**src/rtl/csr_regfile_if.sv**
```systemverilog
// Zicsr access, trap-controller write-back and trap CSR view for csr_regfile.
// The master side is execute stage plus trap controller; the slave side is the register file.
interface csr_regfile_if #(
  parameter int XLEN = 64
);
  logic [11:0]     csr_addr_i;
  logic [1:0]      csr_op_i;
  logic [XLEN-1:0] csr_wdata_i;
  logic [XLEN-1:0] csr_rdata_o;
  logic            csr_illegal_o;

  logic            trap_enter_i;
  logic            trap_mret_i;
  logic [XLEN-1:0] clint_mepc_i;
  logic            clint_mepc_valid_i;
  logic [XLEN-1:0] clint_mcause_i;
  logic            clint_mcause_valid_i;
  logic [XLEN-1:0] clint_mtval_i;
  logic            clint_mtval_valid_i;
  logic            inst_retire_i;

  logic [XLEN-1:0] mstatus_o;
  logic [XLEN-1:0] mepc_o;
  logic [XLEN-1:0] mcause_o;
  logic [XLEN-1:0] mtval_o;
  logic [XLEN-1:0] mtvec_o;

  modport master (
    output csr_addr_i, csr_op_i, csr_wdata_i,
    output trap_enter_i, trap_mret_i,
    output clint_mepc_i, clint_mepc_valid_i, clint_mcause_i, clint_mcause_valid_i,
    output clint_mtval_i, clint_mtval_valid_i, inst_retire_i,
    input  csr_rdata_o, csr_illegal_o,
    input  mstatus_o, mepc_o, mcause_o, mtval_o, mtvec_o
  );

  modport slave (
    input  csr_addr_i, csr_op_i, csr_wdata_i,
    input  trap_enter_i, trap_mret_i,
    input  clint_mepc_i, clint_mepc_valid_i, clint_mcause_i, clint_mcause_valid_i,
    input  clint_mtval_i, clint_mtval_valid_i, inst_retire_i,
    output csr_rdata_o, csr_illegal_o,
    output mstatus_o, mepc_o, mcause_o, mtval_o, mtvec_o
  );
endinterface

```
**src/rtl/csr_regfile.sv**
```systemverilog
// Machine-mode CSR file: combinational Zicsr reads, edge-committed writes, trap/mret
// write-back and mcycle/minstret counters. Reads are zero-latency; no backpressure.
module csr_regfile #(
  parameter int              XLEN        = 64,
  parameter logic [XLEN-1:0] MTVEC_RESET = '0,
  parameter logic [XLEN-1:0] HART_ID     = '0
) (
  input logic          clk,
  input logic          rst,
  csr_regfile_if.slave bus
);

  localparam logic [11:0] ADDR_MSTATUS  = 12'h300;
  localparam logic [11:0] ADDR_MISA     = 12'h301;
  localparam logic [11:0] ADDR_MTVEC    = 12'h305;
  localparam logic [11:0] ADDR_MSCRATCH = 12'h340;
  localparam logic [11:0] ADDR_MEPC     = 12'h341;
  localparam logic [11:0] ADDR_MCAUSE   = 12'h342;
  localparam logic [11:0] ADDR_MTVAL    = 12'h343;
  localparam logic [11:0] ADDR_MCYCLE   = 12'hB00;
  localparam logic [11:0] ADDR_MINSTRET = 12'hB02;
  localparam logic [11:0] ADDR_MHARTID  = 12'hF14;

  localparam logic [1:0] OP_RW = 2'b01;
  localparam logic [1:0] OP_RS = 2'b10;
  localparam logic [1:0] OP_RC = 2'b11;

  localparam logic [XLEN-1:0] MISA_VAL  = XLEN'(64'h8000_0000_0000_0100);
  localparam logic [XLEN-1:0] ALIGN4    = ~(XLEN'(3));
  localparam logic [XLEN-1:0] RETIRE_1  = XLEN'(1);

  logic            mie;
  logic            mpie;
  logic [XLEN-1:0] mtvec;
  logic [XLEN-1:0] mscratch;
  logic [XLEN-1:0] mepc;
  logic [XLEN-1:0] mcause;
  logic [XLEN-1:0] mtval;
  logic [XLEN-1:0] mcycle;
  logic [XLEN-1:0] minstret;

  logic [XLEN-1:0] mstatus_val;
  logic [XLEN-1:0] old_val;
  logic [XLEN-1:0] new_val;
  logic            mapped;
  logic            read_only;
  logic            write_req;
  logic            illegal;
  logic            wr_en;

  // Only MIE/MPIE are stored; MPP is hardwired to machine mode.
  always_comb begin
    mstatus_val        = '0;
    mstatus_val[12:11] = 2'b11;
    mstatus_val[7]     = mpie;
    mstatus_val[3]     = mie;
  end

  always_comb begin
    old_val   = '0;
    mapped    = 1'b1;
    read_only = 1'b0;
    case (bus.csr_addr_i)
      ADDR_MSTATUS:  old_val = mstatus_val;
      ADDR_MISA:     begin old_val = MISA_VAL; read_only = 1'b1; end
      ADDR_MTVEC:    old_val = mtvec;
      ADDR_MSCRATCH: old_val = mscratch;
      ADDR_MEPC:     old_val = mepc;
      ADDR_MCAUSE:   old_val = mcause;
      ADDR_MTVAL:    old_val = mtval;
      ADDR_MCYCLE:   old_val = mcycle;
      ADDR_MINSTRET: old_val = minstret;
      ADDR_MHARTID:  begin old_val = HART_ID; read_only = 1'b1; end
      default:       mapped = 1'b0;
    endcase
  end

  // Set/clear with a zero mask is a pure read, so it may target read-only CSRs.
  always_comb begin
    new_val   = old_val;
    write_req = 1'b0;
    case (bus.csr_op_i)
      OP_RW: begin new_val = bus.csr_wdata_i;            write_req = 1'b1; end
      OP_RS: begin new_val = old_val | bus.csr_wdata_i;  write_req = (bus.csr_wdata_i != '0); end
      OP_RC: begin new_val = old_val & ~bus.csr_wdata_i; write_req = (bus.csr_wdata_i != '0); end
      default: begin new_val = old_val; write_req = 1'b0; end
    endcase
  end

  assign illegal = ((bus.csr_op_i != 2'b00) && !mapped) || (write_req && read_only);
  assign wr_en   = write_req && mapped && !illegal;

  assign bus.csr_rdata_o   = illegal ? '0 : old_val;
  assign bus.csr_illegal_o = illegal;
  assign bus.mstatus_o     = mstatus_val;
  assign bus.mepc_o        = mepc;
  assign bus.mcause_o      = mcause;
  assign bus.mtval_o       = mtval;
  assign bus.mtvec_o       = mtvec;

  logic wr_mstatus, wr_mtvec, wr_mscratch, wr_mepc, wr_mcause, wr_mtval, wr_mcycle, wr_minstret;

  always_comb begin
    wr_mstatus  = wr_en && (bus.csr_addr_i == ADDR_MSTATUS);
    wr_mtvec    = wr_en && (bus.csr_addr_i == ADDR_MTVEC);
    wr_mscratch = wr_en && (bus.csr_addr_i == ADDR_MSCRATCH);
    wr_mepc     = wr_en && (bus.csr_addr_i == ADDR_MEPC);
    wr_mcause   = wr_en && (bus.csr_addr_i == ADDR_MCAUSE);
    wr_mtval    = wr_en && (bus.csr_addr_i == ADDR_MTVAL);
    wr_mcycle   = wr_en && (bus.csr_addr_i == ADDR_MCYCLE);
    wr_minstret = wr_en && (bus.csr_addr_i == ADDR_MINSTRET);
  end

  always_ff @(posedge clk) begin
    if (!rst) begin
      mie      <= 1'b0;
      mpie     <= 1'b0;
      mtvec    <= MTVEC_RESET;
      mscratch <= '0;
      mepc     <= '0;
      mcause   <= '0;
      mtval    <= '0;
      mcycle   <= '0;
      minstret <= '0;
    end else begin
      mcycle   <= wr_mcycle ? new_val : mcycle + RETIRE_1;
      minstret <= wr_minstret ? new_val
                              : (bus.inst_retire_i ? minstret + RETIRE_1 : minstret);

      // Trap entry wins over mret; either one drops a same-cycle Zicsr mstatus write.
      if (bus.trap_enter_i) begin
        mpie <= mie;
        mie  <= 1'b0;
      end else if (bus.trap_mret_i) begin
        mie  <= mpie;
        mpie <= 1'b1;
      end else if (wr_mstatus) begin
        mie  <= new_val[3];
        mpie <= new_val[7];
      end

      if (bus.trap_enter_i && bus.clint_mepc_valid_i) mepc <= bus.clint_mepc_i & ALIGN4;
      else if (wr_mepc)                                mepc <= new_val & ALIGN4;

      if (bus.trap_enter_i && bus.clint_mcause_valid_i) mcause <= bus.clint_mcause_i;
      else if (wr_mcause)                                mcause <= new_val;

      if (bus.trap_enter_i && bus.clint_mtval_valid_i) mtval <= bus.clint_mtval_i;
      else if (wr_mtval)                                mtval <= new_val;

      if (wr_mtvec)    mtvec    <= new_val & ALIGN4;
      if (wr_mscratch) mscratch <= new_val;
    end
  end

endmodule
```
**src/flat_wrapper.sv**
```systemverilog
// flat-port wrapper written by rule: the top's interface ports become plain ports
module csr_regfile_flat 
#(
  parameter int              XLEN        = 64,
  parameter logic [XLEN-1:0] MTVEC_RESET = '0,
  parameter logic [XLEN-1:0] HART_ID     = '0
)
  (clk, rst, bus_csr_addr_i, bus_csr_op_i, bus_csr_wdata_i, bus_trap_enter_i, bus_trap_mret_i, bus_clint_mepc_i, bus_clint_mepc_valid_i, bus_clint_mcause_i, bus_clint_mcause_valid_i, bus_clint_mtval_i, bus_clint_mtval_valid_i, bus_inst_retire_i, bus_csr_rdata_o, bus_csr_illegal_o, bus_mstatus_o, bus_mepc_o, bus_mcause_o, bus_mtval_o, bus_mtvec_o);
  csr_regfile_if #(.XLEN(XLEN)) bus_i ();
  input logic clk;
  input logic rst;
  input wire logic [$bits(bus_i.csr_addr_i)-1:0] bus_csr_addr_i;
  input wire logic [$bits(bus_i.csr_op_i)-1:0] bus_csr_op_i;
  input wire logic [$bits(bus_i.csr_wdata_i)-1:0] bus_csr_wdata_i;
  input wire logic [$bits(bus_i.trap_enter_i)-1:0] bus_trap_enter_i;
  input wire logic [$bits(bus_i.trap_mret_i)-1:0] bus_trap_mret_i;
  input wire logic [$bits(bus_i.clint_mepc_i)-1:0] bus_clint_mepc_i;
  input wire logic [$bits(bus_i.clint_mepc_valid_i)-1:0] bus_clint_mepc_valid_i;
  input wire logic [$bits(bus_i.clint_mcause_i)-1:0] bus_clint_mcause_i;
  input wire logic [$bits(bus_i.clint_mcause_valid_i)-1:0] bus_clint_mcause_valid_i;
  input wire logic [$bits(bus_i.clint_mtval_i)-1:0] bus_clint_mtval_i;
  input wire logic [$bits(bus_i.clint_mtval_valid_i)-1:0] bus_clint_mtval_valid_i;
  input wire logic [$bits(bus_i.inst_retire_i)-1:0] bus_inst_retire_i;
  output wire logic [$bits(bus_i.csr_rdata_o)-1:0] bus_csr_rdata_o;
  output wire logic [$bits(bus_i.csr_illegal_o)-1:0] bus_csr_illegal_o;
  output wire logic [$bits(bus_i.mstatus_o)-1:0] bus_mstatus_o;
  output wire logic [$bits(bus_i.mepc_o)-1:0] bus_mepc_o;
  output wire logic [$bits(bus_i.mcause_o)-1:0] bus_mcause_o;
  output wire logic [$bits(bus_i.mtval_o)-1:0] bus_mtval_o;
  output wire logic [$bits(bus_i.mtvec_o)-1:0] bus_mtvec_o;
  assign bus_i.csr_addr_i = bus_csr_addr_i;
  assign bus_i.csr_op_i = bus_csr_op_i;
  assign bus_i.csr_wdata_i = bus_csr_wdata_i;
  assign bus_i.trap_enter_i = bus_trap_enter_i;
  assign bus_i.trap_mret_i = bus_trap_mret_i;
  assign bus_i.clint_mepc_i = bus_clint_mepc_i;
  assign bus_i.clint_mepc_valid_i = bus_clint_mepc_valid_i;
  assign bus_i.clint_mcause_i = bus_clint_mcause_i;
  assign bus_i.clint_mcause_valid_i = bus_clint_mcause_valid_i;
  assign bus_i.clint_mtval_i = bus_clint_mtval_i;
  assign bus_i.clint_mtval_valid_i = bus_clint_mtval_valid_i;
  assign bus_i.inst_retire_i = bus_inst_retire_i;
  assign bus_csr_rdata_o = bus_i.csr_rdata_o;
  assign bus_csr_illegal_o = bus_i.csr_illegal_o;
  assign bus_mstatus_o = bus_i.mstatus_o;
  assign bus_mepc_o = bus_i.mepc_o;
  assign bus_mcause_o = bus_i.mcause_o;
  assign bus_mtval_o = bus_i.mtval_o;
  assign bus_mtvec_o = bus_i.mtvec_o;
  csr_regfile #(.XLEN(XLEN), .MTVEC_RESET(MTVEC_RESET), .HART_ID(HART_ID)) u_core (.clk(clk), .rst(rst), .bus(bus_i));
endmodule
```
**config.mk**
```make
export PLATFORM = sky130hd
export DESIGN_NAME = csr_regfile_flat
export DESIGN_NICKNAME = d
export VERILOG_FILES = /design/src/rtl/csr_regfile_if.sv /design/src/rtl/csr_regfile.sv /design/src/flat_wrapper.sv
export SDC_FILE = /design/constraint.sdc
export NUM_CORES = 1
export LEC_CHECK = 0
export CORE_AREA = 2 2 259 261
export DETAILED_ROUTE_END_ITERATION = 16
export DIE_AREA = 0 0 261 263
export GPL_TIMING_DRIVEN = 1
export HOLD_SLACK_MARGIN = 0.1
export PLACE_DENSITY = 0.7
export SLEW_MARGIN = 5
export SYNTH_ARGS = -nofsm -noshare
export SYNTH_HDL_FRONTEND = slang
export SYNTH_SLANG_ARGS = --single-unit
```
**constraint.sdc**
```tcl
create_clock -name clk -period 8.7 [get_ports clk]
set_input_delay 2.61 -clock clk [delete_from_list [all_inputs] [get_ports clk]]
set_output_delay 2.61 -clock clk [all_outputs]
set_load 0.02 [all_outputs]
```
# Word level (Yosys, flattened, before mapping)
# Cells that the tools add are included.
dict set report word_totals {
  word_cells 78
  regBits 446
  out_inout_bits 385
  in_bits 278
}
dict set report op_classes {
  bitwise_logic 4
  n_reduce_logical 30
  n_mux 20
  add_sub_neg 2
  n_eq_ne 13
}
# op count
set ops {}
lappend ops {{$mux 64} 10}
lappend ops {{$pmux 64 s9} 1}
lappend ops {{$pmux 64 s3} 1}
lappend ops {{$add 64x1->64 const B} 2}
lappend ops {{$eq 12x10->1 const B} 7}
lappend ops {{$and 64x64->64} 1}
lappend ops {{$not 64->64} 1}
lappend ops {{$or 64x64->64} 1}
lappend ops {{$reduce_bool 64->1} 1}
lappend ops {{$eq 12x12->1 const B} 3}
lappend ops {{$logic_and 1x1->1} 15}
lappend ops {{$reduce_bool 2->1} 6}
lappend ops {{$reduce_or 10->1} 1}
lappend ops {{$mux 1} 7}
lappend ops {{$reduce_or 2->1} 3}
lappend ops {{$eq 2x2->1 const B} 2}
lappend ops {{$reduce_bool 3->1} 1}
lappend ops {{$eq 2x1->1 const B} 1}
lappend ops {{$logic_not 1->1} 2}
lappend ops {{$pmux 1 s2} 1}
lappend ops {{$logic_or 1x1->1} 1}
lappend ops {{$not 1->1} 1}

# Depth between registers and ports, before layout
# Gate-level depths: netlist of the first run.
dict set report depth {
  depth_word 12
  mapped_depth 10
  mapped_depth_nobuf 7
}

# Least setup slack after synthesis of the first run
# Ideal clock, no wire load.
dict set report synth_timing {
  path_kind {input to output}
  from {input bus_csr_addr_i[7]}
  to {output bus_csr_rdata_o[63]}
  arrival_ns 4.430
  cell_stages 8
  t_required_ns 6.090
  setup_slack_ns 1.660
  cell_sequence {or4_1 -> buf_2 -> nor4b_4 -> buf_2 -> nor2_1 -> o311a_1 -> o21ai_1 -> and2_1}
}
dict set report synth_via {
  elab_chain_len 7
  word_cells_on_any_way 20
  cone_classes {eq/ne: 10; mux: 4; reduce/logical: 6}
}
# item line_no
set synth_rtl {}
lappend synth_rtl {{from (decl)} flat_wrapper.sv:12} ;# input wire logic [$bits(bus_i.csr_addr_i)-1:0] bus_csr_addr_i;
lappend synth_rtl {{$eq 12x10->1 or $eq 12x12->1 (tied branches)} csr_regfile.sv:63} ;# case (bus.csr_addr_i)
lappend synth_rtl {{$reduce_or 10->1 (no line)} --}
lappend synth_rtl {{$mux 1} csr_regfile.sv:63}
lappend synth_rtl {{$logic_not 1->1} csr_regfile.sv:90} ;# assign illegal = ((bus.csr_op_i != 2'b00) && !mapped) || (write_req && read_only);
lappend synth_rtl {{$logic_and 1x1->1} csr_regfile.sv:90}
lappend synth_rtl {{$logic_or 1x1->1} csr_regfile.sv:90}
lappend synth_rtl {{$mux 64 *} csr_regfile.sv:93} ;# assign bus.csr_rdata_o = illegal ? '0 : old_val;
lappend synth_rtl {{to (decl)} flat_wrapper.sv:24} ;# output wire logic [$bits(bus_i.csr_rdata_o)-1:0] bus_csr_rdata_o;
# Mark *: on every way between the ends. The rest lies on a longest branch, timed or not.

# Worst setup path in the final report of the first run
dict set report layout_timing {
  from {input bus_csr_wdata_i[37]}
  to {output bus_csr_rdata_o[63]}
}
dict set report layout_via {
  elab_chain_len 5
}
# item line_no
set layout_rtl {}
lappend layout_rtl {{from (decl)} flat_wrapper.sv:14} ;# input wire logic [$bits(bus_i.csr_wdata_i)-1:0] bus_csr_wdata_i;
lappend layout_rtl {{$reduce_bool 64->1} {csr_regfile.sv:84, csr_regfile.sv:85}}
lappend layout_rtl {{$pmux 1 s2} csr_regfile.sv:82} ;# case (bus.csr_op_i)
lappend layout_rtl {{$logic_and 1x1->1} csr_regfile.sv:90}
lappend layout_rtl {{$logic_or 1x1->1} csr_regfile.sv:90}
lappend layout_rtl {{$mux 64} csr_regfile.sv:93}
# No other way between the ends.

==> impl_metrics.csv, run 1 <==
group,metric,value,unit
synth,synth_compound_area_share,32.3,%
worst_setup_path,worstSetupEndpointType,"primary output",
pwr,p_clk_share,45.1,%
clock_network,cts_inserted_buffers,52,
worst_setup_path,cp-start-kind,"primary input",
sta,worst_slew_pin_slew,1.20,ns
synth,yosysWarnings,0,
synth,ys_types,87,
pwr,power_frac_seq,40.1,%
worst_setup_path,critPathSlowestCell,"nor4_1",
sta,final_max_slew_viol_count,0,
clock_network,post-cts-setup-buffer-count,0,
routing,vias,29894,
die,dieArea,68600,µm²
clock_network,postCtsHoldBufs,0,
pwr,ir_drop,0.154,mV
sta,max_freq,114,MHz
routing,wl_met1,53100,µm
clock_network,cts_tree,"built",
worst_setup_path,critPathKind,"primary input to primary output",
die,ios,663,
layout,layout_common_cells,"clkdlybuf4s50_1, dfxtp_1, nand2_1",
routing,top_layer_used,"met5",
grt,grt_start_max_net_pins,81,
clock_network,clock_sinks,446,
pwr,pwr-share-comb,14.8,%
sta,grt_setup_unrepaired,"no",
layout,area_growth,31.9,%
clock_network,clock_latency,0.63,ns
layout,fillers,6266,
synth,ys_seq_elements,446,
clock_network,htreeDepth,2,
layout,fin_area,34700,µm²
clock_network,root_buffer,"clkbuf_16",
layout,layout_commonest_cell,"clkdlybuf4s50_1",
synth,yosysSeqAreaShare,34.0,%
placement,dp_cells,4301,
pwr,cellPowerDensity,153,nW/µm²
routing,drt-initial-drc-count,3972,
die,die-width,261,µm
routing,wl,137000,µm
routing,wl_met2,61300,µm
worst_setup_path,max_stage_delay,1.04,ns
sta,hold_viol,0,
worst_setup_path,crit_chain,"clkdlybuf4s50_1 > nor4_1 > nand4_1 > nor3_1 > a21oi_1 > o21ai_1 > buf_4 > and2_1 > clkdlybuf4s50_1",
grt,grt_pass1_wl,194000,µm
placement,gp_congestion,1.01,
grt,antenna_found_initial,15,
die,die_y,263,µm
sta,fin_worst_skew,0.0260,ns
placement,post-place-ws,0.0647,ns
worst_setup_path,required,6.09,ns
synth,synthCells,3058,
synth,avgSynthCellArea,8.59,µm²
synth,async_flop_share,0,%
sta,fin_ws,-0.106,ns
placement,dp_hpwl,95600,µm
worst_setup_path,worstPathArrival,6.20,ns
synth,synth-simple-area-share,18.1,%
synth,synth_enable_flop_cells,0,
sta,max_slew_margin,19.3,%
routing,drc,0,
synth,synth_fa_ha_area_share,0.0953,%
pwr,power_leakage,11.9,nW
sta,setup_violations,1,
clock_network,cts-resized-gates,0,
routing,wl_met3,15200,µm
synth,ys.flop_type,"dfxtp_1",
grt,grt_pass1_vias,27456,
pwr,netSwitchingPower,1.51,mW
run,drv_cap,0,
sta,timing.final.crit_period,8.81,ns
outcome,violations,"negative setup slack",
pwr,intPower,3.81,mW
routing,ant_nets,0,
worst_setup_path,crit_top_cell,"clkdlybuf4s50_1",
routing,drt_first_pass_iters,6,
placement,numPortBuffers,594,
sta,timing.setup.tns,-0.106,ns
placement,postPlaceCellArea,32800,µm²
synth,syn_area,26300,µm²
routing,via_per_inst,6.78,
clock_network,clockBufferDepth,3,
grt,grt_usage,37.8,%
worst_hold_path,hp-class,"register to register",
outcome,status,"finished, violations left",
die,core,65600,µm²
worst_setup_path,cp_max_fo,4,
layout,nets,3771,
die,rows,94,
die,initial_utilization,40.0,%
synth,synth_top_family_by_area,"compound AO/OA/AOI/OAI gates",
routing,routedWlPerCell,31.0,µm
pwr,p_sw_share,28.4,%
layout,drive_gt1_share,11.5,%
synth,synthXorXnorAreaFrac,4.13,%
pwr,power,5.32,mW
sta,period_share,101,%
clock_network,clk_pin_slew,0.06,ns
layout,stdcell_count,4406,
grt,grt_overflow_total,0,
synth,synthMuxAreaShare,2.90,%
## critical path, delay by kind of cell
family | cells | cell delay, ns
buf+inv | 3 | 1.50
simple gates | 4 | 1.82
compound gates | 2 | 0.25
## path summary, 6_finish.rpt
path                       start                   to  slack [ns]  cells past startpoint
max          bus_csr_wdata_i[37]  bus_csr_rdata_o[63]       -0.11                      9
min          u_core.mscratch[51]  u_core.mscratch[51]        0.46                      1
max reg2reg   u_core.minstret[3]  u_core.minstret[63]        5.53                      6
min reg2reg  u_core.mscratch[51]  u_core.mscratch[51]        0.46                      1
## cell type report
type,instances,area [µm²],share of cell area (%)
sequential,446,8930,25.8
tap,864,1080,3.12
timing repair buffer,720,6970,20.1
multi-input combinational,2200,15600,44.9
clock inverter,20,314,0.906
clock buffer,74,1500,4.31
antenna,11,27.5,0.0794
inverter,71,270,0.780
## cell families (layout without fill, tap and decap cells)
logic type,after synthesis,in the layout
compound gates,1089,1089
xor+xnor,124,124
fa+ha+maj,2,2
buf+inv,476,885
flops,446,446
mux,70,70
other cells,2,77
simple gates,849,849
## registers in the layout (all words and copies together) (netlist names)
| name | flops |
|---|---|
| u_core.bus.mcause_o | 64 |
| u_core.bus.mepc_o | 62 |
| u_core.bus.mtval_o | 64 |
| u_core.bus.mtvec_o | 62 |
| u_core.mcycle | 64 |
| u_core.mie | 1 |
| u_core.minstret | 64 |
| u_core.mpie | 1 |
| u_core.mscratch | 64 |
## cell usage after synthesis (all sizes together), types with 66 or more instances
master	instances	share of area [%]
nand4	128	3.1
nor4	167	4.3
a221oi	98	4.5
buf	204	4.5
a32oi	128	4.3
dfxtp	446	34
clkbuf	201	2.9
xor2	70	2.3
inv	69	0.99
nand2	238	3.4
o21ai	227	4.3
o2bb2ai	124	4.1
o211ai	66	1.9
a21oi	129	2.5
## power groups by stage
stage	clock [mW]	sequential [mW]	combinational (mW)
5_1_grt	2.49	2.14	0.811
6_report	2.40	2.14	0.785
3_3_place_gp	0	2.18	0.757
2_1_floorplan	0	2.22	0.319
3_5_place_dp	0	2.18	0.761
4_1_cts	2.40	2.13	0.765
## metrics by stage
step | hold WS, ns | util [%]
after floorplan | 0.428 | -
after global placement | 0.440 | 50.0
after detailed placement | 0.444 | 50.0
after CTS | 0.464 | 52.8
after global routing | 0.473 | 52.8
final | 0.463 | 52.8
## per-layer routing
metal / track usage [%] / up-vias
li1: - / 12856
met1: 48.7 / 14507
met2: 58.6 / 2138
met3: 9.49 / 383
met4: 18.2 / 10
met5: 0 / -
Power figures use the tool's default switching activity.
==> run 2, diff against run 1 <==
- CORE_AREA: 2 2 259 261 -> 2 2 260 262
- DIE_AREA: 0 0 261 263 -> 0 0 262 264
==> run 2 against run 1 <==
The run now ends clean; clock skew shrank 0.0035 ns; critical path depth shrank 3; combinational power shrank 0.5%; setup slack gained 0.37 ns; power shrank 1.5%; sequential share of layout area grew 0.067 points; die area grew 0.76%; register-to-register slack lost 0.34 ns; final area shrank 0.26%; via count shrank 0.66%; utilization shrank 0.88 points; clock power shrank 3%; largest cell class unchanged; largest power group unchanged.
==> impl_metrics.csv, run 2 (synthesized netlist as in run 1, its figures left out) <==
group,metric,value,unit
layout,drive_gt1_share,11.4,%
worst_setup_path,cp-start-kind,"primary input",
grt,grt_usage,37.6,%
die,ios,663,
worst_setup_path,crit_chain,"clkdlybuf4s50_1 > or4_2 > nor4_4 > a22oi_1 > nand2_1 > clkdlybuf4s50_1",
worst_setup_path,worstSetupEndpointType,"primary output",
sta,period_share,97.0,%
routing,vias,29698,
pwr,pwr-share-comb,14.9,%
sta,timing.setup.tns,0,ns
clock_network,clock_latency,0.64,ns
clock_network,cts-resized-gates,0,
routing,via_per_inst,6.75,
routing,wl,136000,µm
sta,worst_slew_pin_slew,1.34,ns
worst_setup_path,cp_max_fo,10,
grt,grt_start_max_net_pins,87,
clock_network,clockBufferDepth,3,
placement,dp_hpwl,94700,µm
grt,met2_usage,58.3,%
routing,routedWlPerCell,30.9,µm
worst_setup_path,crit_top_cell,"clkdlybuf4s50_1",
layout,stdcell_count,4398,
grt,gr-usage-met3,10.6,%
layout,layout_common_cells,"clkdlybuf4s50_1, dfxtp_1, nand2_1",
layout,area_growth,31.6,%
die,initial_utilization,39.5,%
outcome,status,"finished, final reports clean",
sta,grt_setup_unrepaired,"no",
sta,fin_worst_skew,0.0225,ns
clock_network,clk_pin_slew,0.06,ns
sta,setup_violations,0,
placement,dp_cells,4299,
layout,fillers,6394,
clock_network,root_buffer,"clkbuf_16",
grt,grt_overflow_total,0,
grt,antenna_found_initial,15,
grt,busiest_layer,"met2",
worst_setup_path,worstPathArrival,5.83,ns
grt,grt_pass1_wl,193000,µm
placement,post-place-ws,0.374,ns
layout,regArea,8930,µm²
worst_setup_path,r2r_setup_slack,5.19,ns
routing,ant_nets,0,
grt,grt_use_met1,47.5,%
sta,hold_viol,0,
die,die_y,264,µm
clock_network,post-cts-setup-buffer-count,0,
pwr,ir_drop,0.134,mV
pwr,netSwitchingPower,1.51,mW
clock_network,clock_sinks,446,
pwr,p_sw_share,28.8,%
clock_network,postCtsHoldBufs,0,
worst_setup_path,max_stage_delay,0.91,ns
worst_setup_path,r2r_cells,7,
layout,nets,3761,
pwr,cellPowerDensity,152,nW/µm²
worst_setup_path,critPathKind,"primary input to primary output",
routing,drt_first_pass_iters,8,
worst_setup_path,critical_path.top_delay_family,"simple AND/OR/NAND/NOR gates",
pwr,intPower,3.73,mW
die,dieArea,69200,µm²
worst_setup_path,critPathSlowestCell,"or4_2",
clock_network,htreeDepth,2,
placement,gp_congestion,0.988,
die,die-width,262,µm
routing,drc,0,
clock_network,cts_inserted_buffers,53,
layout,multiInputGateArea,15600,µm²
sta,max_slew_margin,10.5,%
grt,grt_pass1_vias,27611,
worst_hold_path,holdPathStages,1,
worst_setup_path,required,6.09,ns
pwr,power_leakage,11.9,nW
run,drv_cap,0,
worst_hold_path,hp-class,"register to register",
sta,final_max_slew_viol_count,0,
sta,max_freq,118,MHz
die,core,66600,µm²
sta,timing.final.crit_period,8.44,ns
clock_network,cts_tree,"built",
worst_setup_path,critPathBufInv,2,
sta,fin_ws,0.259,ns
pwr,power_frac_seq,40.8,%
worst_setup_path,cp_num_cells,6,
layout,layout_commonest_cell,"clkdlybuf4s50_1",
die,rows,95,
pwr,power,5.24,mW
pwr,p_clk_share,44.3,%
placement,numPortBuffers,594,
routing,drt-initial-drc-count,3855,
==> run 2: stage by stage <==
stage / util, % / hold slack, ns / instance area (µm²)
after floorplan: - / 0.428 / 26500
after global placement: 49.2 / 0.441 / 32800
after detailed placement: 49.2 / 0.446 / 32800
after CTS: 51.9 / 0.464 / 34500
after global routing: 51.9 / 0.473 / 34600
final: 51.9 / 0.462 / 34600
==> run 2: final timing paths <==
check,end,start
worst min register to register,u_core.mscratch[38],u_core.mscratch[38]
worst max-delay path,bus_csr_rdata_o[12],bus_csr_addr_i[6]
worst min-delay path,u_core.mscratch[38],u_core.mscratch[38]
worst max register to register,u_core.mcycle[58],u_core.mcycle[0]
==> run 2: layout make-up <==
type	count	share of cell area, %
inverter	71	0.782
timing repair buffer	709	20.0
sequential	446	25.8
clock buffer	75	4.48
antenna	6	0.0434
clock inverter	18	0.641
multi-input combinational	2200	45.0
tap	873	3.16
==> run 2: routing by layer <==
layer | routed length [µm] | vias to the layer above | share of wire [%]
met4 | 8010 | 16 | 5.9
met5 | 100 | - | 0.073
met3 | 16700 | 447 | 12
met1 | 51200 | 14326 | 38
li1 | - | 12804 | -
met2 | 60000 | 2105 | 44
==> run 2: power by group through the flow <==
| stage | clock (mW) | sequential, mW | combinational [mW] |
|---|---|---|---|
| 5_1_grt | 2.41 | 2.14 | 0.807 |
| 4_1_cts | 2.33 | 2.14 | 0.763 |
| 6_report | 2.32 | 2.14 | 0.781 |
| 2_1_floorplan | 0 | 2.22 | 0.319 |
| 3_5_place_dp | 0 | 2.18 | 0.760 |
| 3_3_place_gp | 0 | 2.18 | 0.755 |
==> run 2: worst register-to-register path: cells and delay by family (launching register included) <==
family | cells | cell delay [ns]
flops | 1 | 0.39
fa+ha+maj | 1 | 0.23
compound gates | 1 | 0.10
simple gates | 4 | 2.49
xor+xnor | 1 | 0.16
